<file path="src/rtl/pc_unit.sv">
// Program counter unit: BOOT/RUN/HALT sequencing with prioritised redirects,
// traps on external request or misaligned targets, and a fetch handshake.
module pc_unit #(
   parameter int            N            = 32,
   parameter logic [N-1:0]  RESET_VECTOR = N'(32'h00400000),
   parameter logic [N-1:0]  TRAP_VECTOR  = N'(32'h00400180),
   parameter int            INC          = 4
) (
   input  logic         clk,
   input  logic         reset,
   input  logic         branch_en,
   input  logic [N-1:0] branch_target,
   input  logic         jump_en,
   input  logic [N-1:0] jump_target,
   input  logic         trap_req,
   input  logic         xret,
   input  logic         halt_req,
   input  logic         resume,
   input  logic         pc_ready,
   output logic [N-1:0] pc_value,
   output logic         pc_valid,
   output logic [N-1:0] epc,
   output logic [1:0]   cause,
   output logic         halted
);

   typedef enum logic [1:0] {BOOT, RUN, HALT} state_t;

   localparam logic [1:0] CAUSE_NONE      = 2'd0;
   localparam logic [1:0] CAUSE_MISALIGN  = 2'd1;
   localparam logic [1:0] CAUSE_EXTERNAL  = 2'd2;

   state_t       state;
   logic         jb_taken;
   logic [N-1:0] jb_target;
   logic         jb_misaligned;

   // Jump outranks branch when both are requested in the same cycle.
   always_comb begin
      jb_taken      = jump_en | branch_en;
      jb_target     = jump_en ? jump_target : branch_target;
      jb_misaligned = |jb_target[1:0];
   end

   // Registered outputs track the state; pc_valid only in RUN, halted only in HALT.
   always_ff @(posedge clk) begin
      if (reset) begin
         state    <= BOOT;
         pc_value <= RESET_VECTOR;
         pc_valid <= 1'b0;
         epc      <= '0;
         cause    <= CAUSE_NONE;
         halted   <= 1'b0;
      end else begin
         case (state)
            BOOT: begin
               state    <= RUN;
               pc_valid <= 1'b1;
            end
            RUN: begin
               if (trap_req) begin
                  pc_value <= TRAP_VECTOR;
                  epc      <= pc_value;
                  cause    <= CAUSE_EXTERNAL;
               end else if (xret) begin
                  pc_value <= epc;
                  cause    <= CAUSE_NONE;
               end else if (jb_taken) begin
                  if (jb_misaligned) begin
                     pc_value <= TRAP_VECTOR;
                     epc      <= pc_value;
                     cause    <= CAUSE_MISALIGN;
                  end else begin
                     pc_value <= jb_target;
                  end
               end else if (halt_req) begin
                  state    <= HALT;
                  pc_valid <= 1'b0;
                  halted   <= 1'b1;
               end else if (pc_ready) begin
                  pc_value <= pc_value + N'(INC);
               end
            end
            HALT: begin
               if (trap_req) begin
                  pc_value <= TRAP_VECTOR;
                  epc      <= pc_value;
                  cause    <= CAUSE_EXTERNAL;
               end
               if (trap_req || resume) begin
                  state    <= RUN;
                  pc_valid <= 1'b1;
                  halted   <= 1'b0;
               end
            end
            default: begin
               state    <= BOOT;
               pc_valid <= 1'b0;
               halted   <= 1'b0;
            end
         endcase
      end
   end

endmodule

</file>
<file path="config.mk">
export PLATFORM = sky130hd
export DESIGN_NAME = pc_unit
export DESIGN_NICKNAME = d
export VERILOG_FILES = /design/src/rtl/pc_unit.sv
export SDC_FILE = /design/constraint.sdc
export NUM_CORES = 1
export LEC_CHECK = 0
export BUFFER_PORTS_ARGS = -buffer_cell sky130_fd_sc_hd__buf_4
export CORE_MARGIN = 2
export CORE_UTILIZATION = 40
export DETAILED_ROUTE_END_ITERATION = 10
export HOLD_SLACK_MARGIN = 0.15
export PLACE_DENSITY_LB_ADDON = 0.25
export SLEW_MARGIN = 40
export SYNTH_ARGS = -nofsm -noshare
export SYNTH_HDL_FRONTEND = slang
export SYNTH_SLANG_ARGS = --single-unit
</file>
<file path="constraint.sdc">
create_clock -name clk -period 2.2 [get_ports clk]
set_clock_uncertainty 0.15 [all_clocks]
set_input_delay 0.11 -clock clk [delete_from_list [all_inputs] [get_ports clk]]
set_output_delay 0.11 -clock clk [all_outputs]
set_load 0.02 [all_outputs]
</file>
==> flow_summary.yaml <==
status:
  run_status: "completed"
synth:
  synth_largest_area_cell: "dfxtp_1"
  synth.most_common_cell: "nand2_1"
  synth_area_mm2: 0.003955
  syn_area_per_cell_um2: 7.606
  synth_edf_count: 0
  synth_top_area_share_pct: 34.93
  ys.flop_type: "dfxtp_1"
  ys_seq_area_share_pct: 34.93
  async_flop_share_pct: 0
  syn_inst: 520
  syn_nets: 597
  synth_seq_cells: 69
  ys_top_cells_by_count: "nand2_1, dfxtp_1, a21oi_1"
  yosysUniqueCellTypes: 60
  ys_top_cells_by_area: "dfxtp_1, nand2_1, a21oi_1"
  synth_warnings: 0
clocking:
  htreeDepth: 3
  tritoncts: "built"
  clk_latency_ns: 0.36
  root_buffer: "clkbuf_8"
  cts_buffers: 9
  clock-sinks: 69
  clk_path_buf_depth: 2
  clkTransAtPathRegs_ns: 0.07
grt:
  gr-total-overflow: 0
  grt_first_pass_wirelength_um: 23570
  antenna_found_initial: 0
  grt_pass1_vias: 4663
  grt_max_degree: 33
  grt_use_total_pct: 28.61
route:
  num_vias: 4957
  dr.pass1.iters: 8
  drtAntennaViolNets: 0
  drtIter0Drc: 356
  viasPerCell: 5.678
  wl_um: 15860
  wl_per_cell_um: 18.17
  drc: 0
power:
  p_per_area_mw_per_mm2: 475.3
  vdd_drop_max_mv: 0.3518
  p_leak_uw: 0.002550
timing:
  setup_violations: 0
  post-route-period-util_pct: 95.75
  rsz0062_at_grt: "yes"
  hold_ws_ns: 0.1495
  min_period_ns: 2.106
  final_hold_viol_count: 0
  max_slew_margin_pct: 57.06
  max_freq_ghz: 0.4747
  slew_viol_final: 0
  worst_pin_slew_ns: 0.6433
worst_setup_path:
  critPathSlowestCell: "dfxtp_1"
  worst-path-max-fanout: 4
  r2r-start: "pc_value[2]$_SDFFE_PP0P_"
  path_common_cell: "buf_4"
  r2r_cells: 8
  required_ns: 2.29
  worstSetupEndpoint: "pc_value[26]$_SDFFE_PP0P_"
  cp_slowest_stage_delay_ns: 0.40
  start_kind: "flip-flop"
  crit_start: "pc_value[2]$_SDFFE_PP0P_"
  crit_chain: "ha_2 > nand3_4 > buf_4 > nor4_2 > buf_4 > nand4_1 > a21o_1 > a22o_1"
  cp.arrival_ns: 2.20
  reg2reg_setup_slack_ns: 0.09
  worstSetupPathType: "flip-flop to flip-flop"
  endpoint_kind: "flip-flop"
  timing.rr.end: "pc_value[26]$_SDFFE_PP0P_"
layout:
  multi_input_area_mm2: 0.002521
  areaGrowthSynthToFinish_pct: 56.69
  drive_gt1_share_pct: 32.84
  num_antenna_cells: 0
  fin_util_pct: 63.99
  design_area_mm2: 0.006197
  nFillCells: 840
  ff_latch_area_mm2: 0.001385
  instances_no_fill: 873
  final_nets: 814
place:
  gp_congestion: 0.9538
  placed_area_mm2: 0.005410
  numPortBuffers: 140
  place_hpwl_um: 10620
  dpl.cell_count: 807
floorplanning:
  die_h_um: 103.4
  die_w_um: 103.4
  row_count: 36
  ioPinCount: 141
  dieArea_mm2: 0.01070
  core_area_mm2: 0.009684
  start_util_pct: 40.84
hold_path:
  hold_path.class: "input pin to flip-flop"
run:
  max-cap-violations: 0
## cells in the final DEF (no fill, tap or decap), drive strengths merged, types with 12 or more instances in the layout
cell / count
xnor2: 12
nor2: 45
dlygate4sd3: 45
nand2: 108
clkbuf: 12
buf: 193
a21oi: 59
dfxtp: 69
o21ai: 28
## per-layer routing
metal / GRT usage [%] / wire length [µm]
met2: 48.83 / 7641
met3: 5.108 / 1233
met4: 8.806 / 301
met1: 36.72 / 6683
met5: 0 / 0
## report_power, final
part	internal, µW	switching [µW]
registers	1280	30.3
logic	360	406
clock network	392	480
total	2030	917
## through the flow
stage                     setup slack [ns]  total power (µW)  setup TNS (ns)
after floorplan                  -0.001358              1642       -0.001358
after global placement             0.04300              1953               0
after detailed placement          -0.01371              1967        -0.01470
after CTS                         0.004108              2885               0
after global routing              -0.01979              3060        -0.01979
final                              0.09351              2945               0
## timing repair
| action | in CTS | in global routing |
|---|---|---|
| endpoints found under the setup margin | 3 | 56 |
| cloned | 0 | 2 |
| hold buffers | 46 | 0 |
| endpoints found under the hold margin | 40 | 0 |
| resized for setup | 3 | 27 |
| pin swaps | 0 | 4 |
| setup buffers | 0 | 5 |
## kinds of logic (layout without fill, tap and decap cells)
kind of cell,count (synthesis),count (layout),share of synthesized area (%)
xor gates and xnor gates,18,18,3.986
muxes,12,12,3.069
AOI/OAI and AO/OA,161,161,26.45
and+or+nand+nor,216,216,25.59
buffers and inverters,40,260,4.714
adders and majority gates,4,4,1.265
DFF,69,69,34.93
## worst min-delay path by stage
| stage | start | end | slack (ns) | cells after the start |
|---|---|---|---|---|
| 2_1_floorplan | jump_target[17] | pc_value[17]$_SDFFE_PP0P_ | 0.08 | 2 |
| 3_3_place_gp | jump_target[17] | pc_value[17]$_SDFFE_PP0P_ | 0.17 | 3 |
| 3_5_place_dp | jump_target[17] | pc_value[17]$_SDFFE_PP0P_ | 0.18 | 3 |
| 4_1_cts | jump_target[14] | pc_value[14]$_SDFFE_PP0P_ | 0.15 | 5 |
| 5_1_grt | branch_en | pc_value[8]$_SDFFE_PP0P_ | 0.17 | 3 |
| 6_report | branch_target[27] | pc_value[27]$_SDFFE_PP0P_ | 0.15 | 4 |
## critical path, delay by kind of cell (launching register included)
| kind | cells | cell delay, ns |
|---|---|---|
| buffers and inverters | 2 | 0.37 |
| adders and majority gates | 1 | 0.24 |
| DFF | 1 | 0.40 |
| and+or+nand+nor | 3 | 0.48 |
| AOI/OAI and AO/OA | 2 | 0.37 |
## sequential cells by signal (all words and copies together), names as in the netlist
signal and flops:
epc 32, state 1, halted 1, pc_valid 1, cause 2, pc_value 32
## cell type report
cell class	instances	share of cell area, %
repair buffers	239	31.50
multi-input cells	411	40.68
clock inverters	3	0.2423
well taps	133	2.685
clock buffers	11	2.120
inverters	7	0.4240
flip-flops and latches	69	22.35
(Power assumes the default switching activity.)
